### src/rtl/simon_pkg.sv
`default_nettype none
// ============================================================================
//  Module     : simon_pkg
//  Description: Constants and round / key-schedule helper functions for the
//               Simon 32/64 encryption pipeline.
//  Revision   : 1.0 - initial release
// ============================================================================
package simon_pkg;

  localparam int WORD_W    = 16;
  localparam int KEY_WORDS = 4;
  localparam int ROUNDS    = 32;

  localparam logic [WORD_W-1:0] C = 16'hFFFC;

  // Leftmost character of the z0 sequence is bit 61, so z0[i] = Z0[61-i].
  localparam logic [61:0] Z0 =
    62'b11111010001001010110000111001101111101000100101011000011100110;

  // Circular rotate left by n (n in 1..15).
  function automatic logic [WORD_W-1:0] rol16(input logic [WORD_W-1:0] v,
                                              input int n);
    return (v << n) | (v >> (WORD_W - n));
  endfunction

  // Circular rotate right by n (n in 1..15).
  function automatic logic [WORD_W-1:0] ror16(input logic [WORD_W-1:0] v,
                                              input int n);
    return (v >> n) | (v << (WORD_W - n));
  endfunction

  // Nonlinear Feistel function f(x) = (S1 x & S8 x) ^ S2 x.
  function automatic logic [WORD_W-1:0] simon_f(input logic [WORD_W-1:0] x);
    return (rol16(x, 1) & rol16(x, 8)) ^ rol16(x, 2);
  endfunction

  // One round on the block {x, y} with round key k.
  function automatic logic [2*WORD_W-1:0] simon_round(
      input logic [2*WORD_W-1:0] d,
      input logic [WORD_W-1:0]   k);
    logic [WORD_W-1:0] x;
    logic [WORD_W-1:0] y;
    x = d[2*WORD_W-1:WORD_W];
    y = d[WORD_W-1:0];
    return {y ^ simon_f(x) ^ k, x};
  endfunction

  // Advance the key window {k_{i+3}, k_{i+2}, k_{i+1}, k_i} by one word,
  // producing {k_{i+4}, k_{i+3}, k_{i+2}, k_{i+1}}.
  function automatic logic [KEY_WORDS*WORD_W-1:0] key_step(
      input logic [KEY_WORDS*WORD_W-1:0] win,
      input logic [5:0]                  idx);
    logic [WORD_W-1:0] t;
    logic [WORD_W-1:0] k_new;
    t     = ror16(win[63:48], 3) ^ win[31:16];
    k_new = C ^ {{(WORD_W-1){1'b0}}, Z0[6'd61 - idx]} ^ win[15:0] ^ t ^ ror16(t, 1);
    return {k_new, win[63:16]};
  endfunction

endpackage
`default_nettype wire

### src/rtl/simon_round_stage.sv
`default_nettype none
// ============================================================================
//  Module     : simon_round_stage
//  Description: One Simon 32/64 pipeline stage: applies round ROUND_IDX to the
//               block, advances the key window and forwards the valid bit.
//               The final stage only loads its data on a valid block so the
//               ciphertext holds across bubbles.
//  Revision   : 1.0 - initial release
// ============================================================================
module simon_round_stage
  import simon_pkg::*;
#(
  parameter int ROUND_IDX = 0
) (
  input  logic                          clk,
  input  logic                          rst,
  input  logic                          i_valid,
  input  logic [2*WORD_W-1:0]           i_data,
  input  logic [KEY_WORDS*WORD_W-1:0]   i_key,
  output logic                          o_valid,
  output logic [2*WORD_W-1:0]           o_data,
  output logic [KEY_WORDS*WORD_W-1:0]   o_key
);

  localparam bit         c_LAST_STAGE = (ROUND_IDX == ROUNDS - 1);
  localparam logic [5:0] c_IDX        = 6'(ROUND_IDX);

  logic                        r_valid;
  logic [2*WORD_W-1:0]         r_data;
  logic [KEY_WORDS*WORD_W-1:0] r_key;
  logic                        w_load;

  assign w_load = c_LAST_STAGE ? i_valid : 1'b1;

  // Stage registers: round function and key step run side by side.
  always_ff @(posedge clk) begin
    if (rst) begin
      r_valid <= 1'b0;
      r_data  <= '0;
      r_key   <= '0;
    end else begin
      r_valid <= i_valid;
      r_key   <= key_step(i_key, c_IDX);
      if (w_load) begin
        r_data <= simon_round(i_data, i_key[WORD_W-1:0]);
      end
    end
  end

  assign o_valid = r_valid;
  assign o_data  = r_data;
  assign o_key   = r_key;

endmodule
`default_nettype wire

### src/rtl/simon_pipeline.sv
`default_nettype none
// ============================================================================
//  Module     : simon_pipeline
//  Description: Fully pipelined Simon 32/64 encryptor, one round per stage,
//               round keys expanded in-line with the data. Accepts one block
//               per clock; ciphertext is the final stage's data register.
//  Revision   : 1.0 - initial release
// ============================================================================
module simon_pipeline
  import simon_pkg::*;
(
  input  logic        clk,
  input  logic        rst,
  input  logic        start,
  input  logic [63:0] keytext,
  input  logic [31:0] plaintext,
  output logic [31:0] ciphertext
);

  // Index 0 is the input side, index s is the output of stage s.
  logic                        w_valid [0:ROUNDS];
  logic [2*WORD_W-1:0]         w_data  [0:ROUNDS];
  logic [KEY_WORDS*WORD_W-1:0] w_key   [0:ROUNDS];
  logic                        w_unused_tail;

  assign w_valid[0] = start;
  assign w_data[0]  = plaintext;
  assign w_key[0]   = keytext;

  generate
    for (genvar gi = 0; gi < ROUNDS; gi++) begin : g_stage
      simon_round_stage #(
        .ROUND_IDX (gi)
      ) u_stage (
        .clk     (clk),
        .rst     (rst),
        .i_valid (w_valid[gi]),
        .i_data  (w_data[gi]),
        .i_key   (w_key[gi]),
        .o_valid (w_valid[gi+1]),
        .o_data  (w_data[gi+1]),
        .o_key   (w_key[gi+1])
      );
    end
  endgenerate

  // The last stage's key window and valid bit have no consumer.
  assign w_unused_tail = ^{w_key[ROUNDS], w_valid[ROUNDS]};

  assign ciphertext = w_data[ROUNDS];

endmodule
`default_nettype wire

### config.mk
export PLATFORM = sky130hd
export DESIGN_NAME = simon_pipeline
export DESIGN_NICKNAME = d
export VERILOG_FILES = /design/src/rtl/simon_pkg.sv /design/src/rtl/simon_round_stage.sv /design/src/rtl/simon_pipeline.sv
export SDC_FILE = /design/constraint.sdc
export NUM_CORES = 2
export LEC_CHECK = 0
export BUFFER_PORTS_ARGS = -buffer_cell sky130_fd_sc_hd__buf_2
export CAP_MARGIN = 15
export CORE_MARGIN = 1.5
export CORE_UTILIZATION = 62
export DETAILED_ROUTE_END_ITERATION = 8
export PLACE_DENSITY = 0.78
export SETUP_SLACK_MARGIN = 0.4
export SLEW_MARGIN = 40
export SYNTH_ARGS = -nofsm -noshare
export SYNTH_HDL_FRONTEND = slang
export SYNTH_SLANG_ARGS = --single-unit
### constraint.sdc
create_clock -name clk -period 1.5 [get_ports clk]
set_clock_uncertainty 0.2 [all_clocks]
set_input_delay 0.3 -clock clk [delete_from_list [all_inputs] [get_ports clk]]
set_output_delay 0.3 -clock clk [all_outputs]
set_load 0.05 [all_outputs]
Word level (Yosys, flattened, before mapping) --
Index checks and enable logic that the tools add are counted.
Word-level totals: register bits 2959, output and inout bits 32
Cells by class: bitwise gates (word level) 398
Operators with widths (count):
- 16-bit XOR | 183
- 16-bit bitwise AND | 32
- 16-bit by 1-bit OR with 16-bit output | 32
- 16-bit by 2-bit OR with 16-bit output | 32
- 16-bit by 8-bit OR with 16-bit output | 32
- 13-bit by 16-bit OR with 16-bit output | 29
- 15-bit by 16-bit OR with 16-bit output | 29
- 15-bit inverter | 15
- 14-bit inverter | 14

Logic depth before layout (Yosys ltp) --
depth after elaboration 5, gate-level depth with buffers 5, mapped depth without buffers 3

Cells and area by module --
A second synthesis with hierarchy kept.
Unflattened totals: cell total of the unflattened synthesis 9254, area total of the unflattened synthesis 118790.2 um2
Modules (own cells, without submodules):
- simon_round_stage at g_stage[10].u_stage ... | times used 15, cells an instance 288, area an instance 3709.8 um2
- simon_round_stage at g_stage[11].u_stage ... | times used 15, cells an instance 288, area an instance 3699.8 um2
- simon_round_stage at g_stage[31].u_stage | times used 1, cells an instance 326, area an instance 3955.0 um2
- simon_round_stage at g_stage[0].u_stage | times used 1, cells an instance 288, area an instance 3691.0 um2

Least setup slack after synthesis --
OpenSTA, ideal clock, no wires.
path type input-to-reg, from in rst, to reg g_stage[30].u_stage.r_data[0], setup time 128 ps, data arrival time 1092 ps, setup slack 80 ps, stages 5, buffers on the path 4, cells stage by stage buf_4 buf_2 buf_2 clkbuf_1 nor2b_1
RTL lines:
- start, declared | line simon_pipeline.sv:13 | input logic rst,
- end signal, assigned | line simon_round_stage.sv:45 | r_data <= simon_round(i_data, i_key[WORD_W-1:0]);
- end, declared | line simon_round_stage.sv:29 | logic [2*WORD_W-1:0] r_data;
No word-level cell between the ends.

Final worst setup path --
from in rst, to reg g_stage[3].u_stage.r_data[26]
RTL lines (line):
- end signal, assigned | simon_round_stage.sv:45
- end, declared | simon_round_stage.sv:29
No word-level cell between the ends.

==> flow_metrics.env <==
export IMPL_status="finished with violations"
export IMPL_dieArea_sq_um=180000
export IMPL_grt_pass1_vias=66400
export IMPL_yosysWarnings=0
export IMPL_cpMostUsedCell="buf_12"
export IMPL_synth_distinct_cells=15
export IMPL_period_minus_slack_ps=2010
export IMPL_r2r_slack_ps=-140
export IMPL_worst_setup_path_start_kind="primary input"
export IMPL_layout_worst_path_cycle_share_pct=134
export IMPL_cts_tree="done"
export IMPL_synth_top_area_cell="dfxtp_1"
export IMPL_violations="hold timing, setup timing"
export IMPL_place_area_sq_um=118000
export IMPL_clk_pin_slew_ps=60
export IMPL_firstDrtPassIters=6
export IMPL_grt_total_usage_pct=31.1
export IMPL_syn_area_sq_um=110000
export IMPL_cts_sinks=2943
export IMPL_whs_ps=-394
export IMPL_seqPwrFrac_pct=42.9
export IMPL_hold_viol_final=138
export IMPL_worst_pin_slew_ps=833
export IMPL_syn_nets=8837
export IMPL_htreeDepth=5
export IMPL_layout_drive_gt1_share_pct=24.3
export IMPL_clkLatencyLatePin_ps=930
export IMPL_drt_total_wl_mm=301
export IMPL_final_area_sq_um=137000
export IMPL_dp_hpwl_mm=195
export IMPL_hp_class="primary input to flop"
export IMPL_final_cell_mix="nor2b_1 (2,691), dfxtp_1 (2,315), xnor3_1 (861)"
export IMPL_power_share_clock_pct=29.2
export IMPL_setup_viol=535
export IMPL_p_comb_share_pct=27.9
export IMPL_end_kind="flop"
export IMPL_power_density_nw_per_um2=1910
export IMPL_synth_top_area_share_pct=53.4
export IMPL_layout_setup_ws_ps=-509
export IMPL_ant_nets=0
export IMPL_slew_headroom_pct=44.3
export IMPL_die_x_um=425
export IMPL_cp_slowest_cell="dlygate4sd3_1"
export IMPL_first_iter_violations=5734
export IMPL_grt_max_degree=89
export IMPL_wl_per_cell_um=24.8
export IMPL_cts_root_buf="clkbuf_16"
export IMPL_synth_area_leaders="dfxtp_1 (53%), xnor3_1 (18%), nor2b_1 (16%)"
export IMPL_gp_congestion=0.932
export IMPL_area_delta_synth_final_pct=24.0
export IMPL_drcViolationCount=0
export IMPL_pre_cts_ws_ps=-208
export IMPL_cts_max_path_buffers=4
export IMPL_overflow=0
export IMPL_layout_nets=9716
export IMPL_core_area_sq_um=176000
export IMPL_swShare_pct=28.5
export IMPL_syn_avg_cell_area_sq_um=12.6
export IMPL_p_switching_mw=74.5
export IMPL_grt_first_pass_wirelength_mm=416
export IMPL_cp_arrival_ps=2630
export IMPL_max_cap_violations=0
export IMPL_initial_core_util_pct=62.5
export IMPL_irDropWorstVdd_mv=1.03
export IMPL_via_per_inst=5.30
export IMPL_io_pins=131
export IMPL_cts_made_buffers=298
export IMPL_crit_type="primary input to flop"
export IMPL_final_common_cell="nor2b_1"
export IMPL_fp_dieH_um=425
export IMPL_numPortBuffers=130
export IMPL_drv_slew=0
export IMPL_rsz0062_at_grt="true"
export IMPL_ys_seq_elements=2943
export IMPL_cp_cell_sequence="buf_12 > buf_12 > buf_12 > dlygate4sd3_1 > buf_4 > dlygate4sd3_1 > nor2b_1"
export IMPL_yosysSeqAreaShare_pct=53.4
export IMPL_synthCells=8738
export IMPL_required_ps=2120
export IMPL_fmaxAchievable_ghz=0.498
export IMPL_final_setup_tns_ps=-114470
export IMPL_intPower_mw=187
export IMPL_std_cell_rows=154
export IMPL_leakagePower_nw=65.9
export IMPL_crit_fanout=20
export IMPL_antenna_found_initial=10
export IMPL_via_count=64500
export IMPL_max_stage_delay_ps=880
==> power by group through the flow <==
stage | clock network (mW) | logic [mW] | registers (mW)
CTS | 76.3 | 67.1 | 110
floorplan | 0 | 46.7 | 102
global route | 80.2 | 76.4 | 113
detailed placement | 0 | 60.9 | 109
global placement | 0 | 60.0 | 109
finish | 76.5 | 73.1 | 112
==> per-stage QoR <==
step / utilization [%] / total power, mW / cells
after floorplan: - / 148 / 8738
final: 77.5 / 262 / 12200
after global placement: 66.9 / 169 / 11300
after global routing: 77.5 / 270 / 12200
after detailed placement: 66.9 / 170 / 11300
after CTS: 75.7 / 253 / 12100
==> registers in the layout, indices dropped and copies added, names as in the netlist <==
register                 flops
g_stage.u_stage.o_key     1888
g_stage.u_stage.o_valid     31
g_stage.u_stage.o_data    1024
==> Yosys cell counts <==
master / instances
dfxtp_1: 2943
nor2b_1: 2761
xnor3_1: 866
xor2_1: 560
nand2_1: 512
xnor2_1: 456
clkbuf_1: 281
nor2_1: 182
mux2_2: 56
buf_2: 49
xor3_1: 38
a211oi_1: 16
mux2i_1: 16
buf_1: 1
buf_4: 1
==> critical path: cells and delay by family <==
kind / cells / cell delay, ps
buf+inv: 6 / 2240
simple gates: 1 / 40
==> path summary, 6_finish.rpt <==
check	end	cells past startpoint	startpoint
max reg2reg	g_stage[15].u_stage.o_key[61]$_SDFF_PP0_	3	g_stage[14].u_stage.o_key[49]$_SDFF_PP0_
max	g_stage[3].u_stage.o_data[26]$_SDFF_PP0_	7	rst
min	g_stage[9].u_stage.o_key[37]$_SDFF_PP0_	3	rst
min reg2reg	g_stage[3].u_stage.o_key[26]$_SDFF_PP0_	1	g_stage[2].u_stage.o_key[42]$_SDFF_PP0_
==> per-layer routing <==
layer	GRT usage [%]	part of all wire, %	up-vias
met3	4.71	6.8	863
li1	-	-	29100
met1	40.5	39	31900
met2	52.3	49	2653
met5	0	0.016	-
met4	12.1	5.1	8
==> layout make-up <==
class | count | area [sq um]
clock buffers | 418 | 8680
multi-input cells | 5463 | 55500
repair buffers | 911 | 8180
flip-flops and latches | 2943 | 60300
well taps | 2340 | 2930
diodes | 4 | 10.0
clock inverters | 87 | 1300
fillers | 9062 | 39700
==> repair_timing <==
| item | in CTS | in global routing |
|---|---|---|
| gates resized for setup | 783 | 657 |
| pin swaps | 240 | 227 |
| hold buffers | 196 | 19 |
| endpoints found under the setup margin | 983 | 1131 |
| hold endpoints to repair | 2600 | 233 |
| setup buffers | 76 | 57 |
==> kinds of logic after synthesis <==
kind of cell / Yosys count / synth area share, %
multiplexers: 72 / 0.717
AO/OA/AOI/OAI: 16 / 0.109
flip-flops: 2943 / 53.4
buffers and inverters: 332 / 1.19
XOR/XNOR: 1920 / 26.6
AND/OR/NAND/NOR: 3455 / 18.0
No activity file was read; power rests on OpenSTA's default activity.
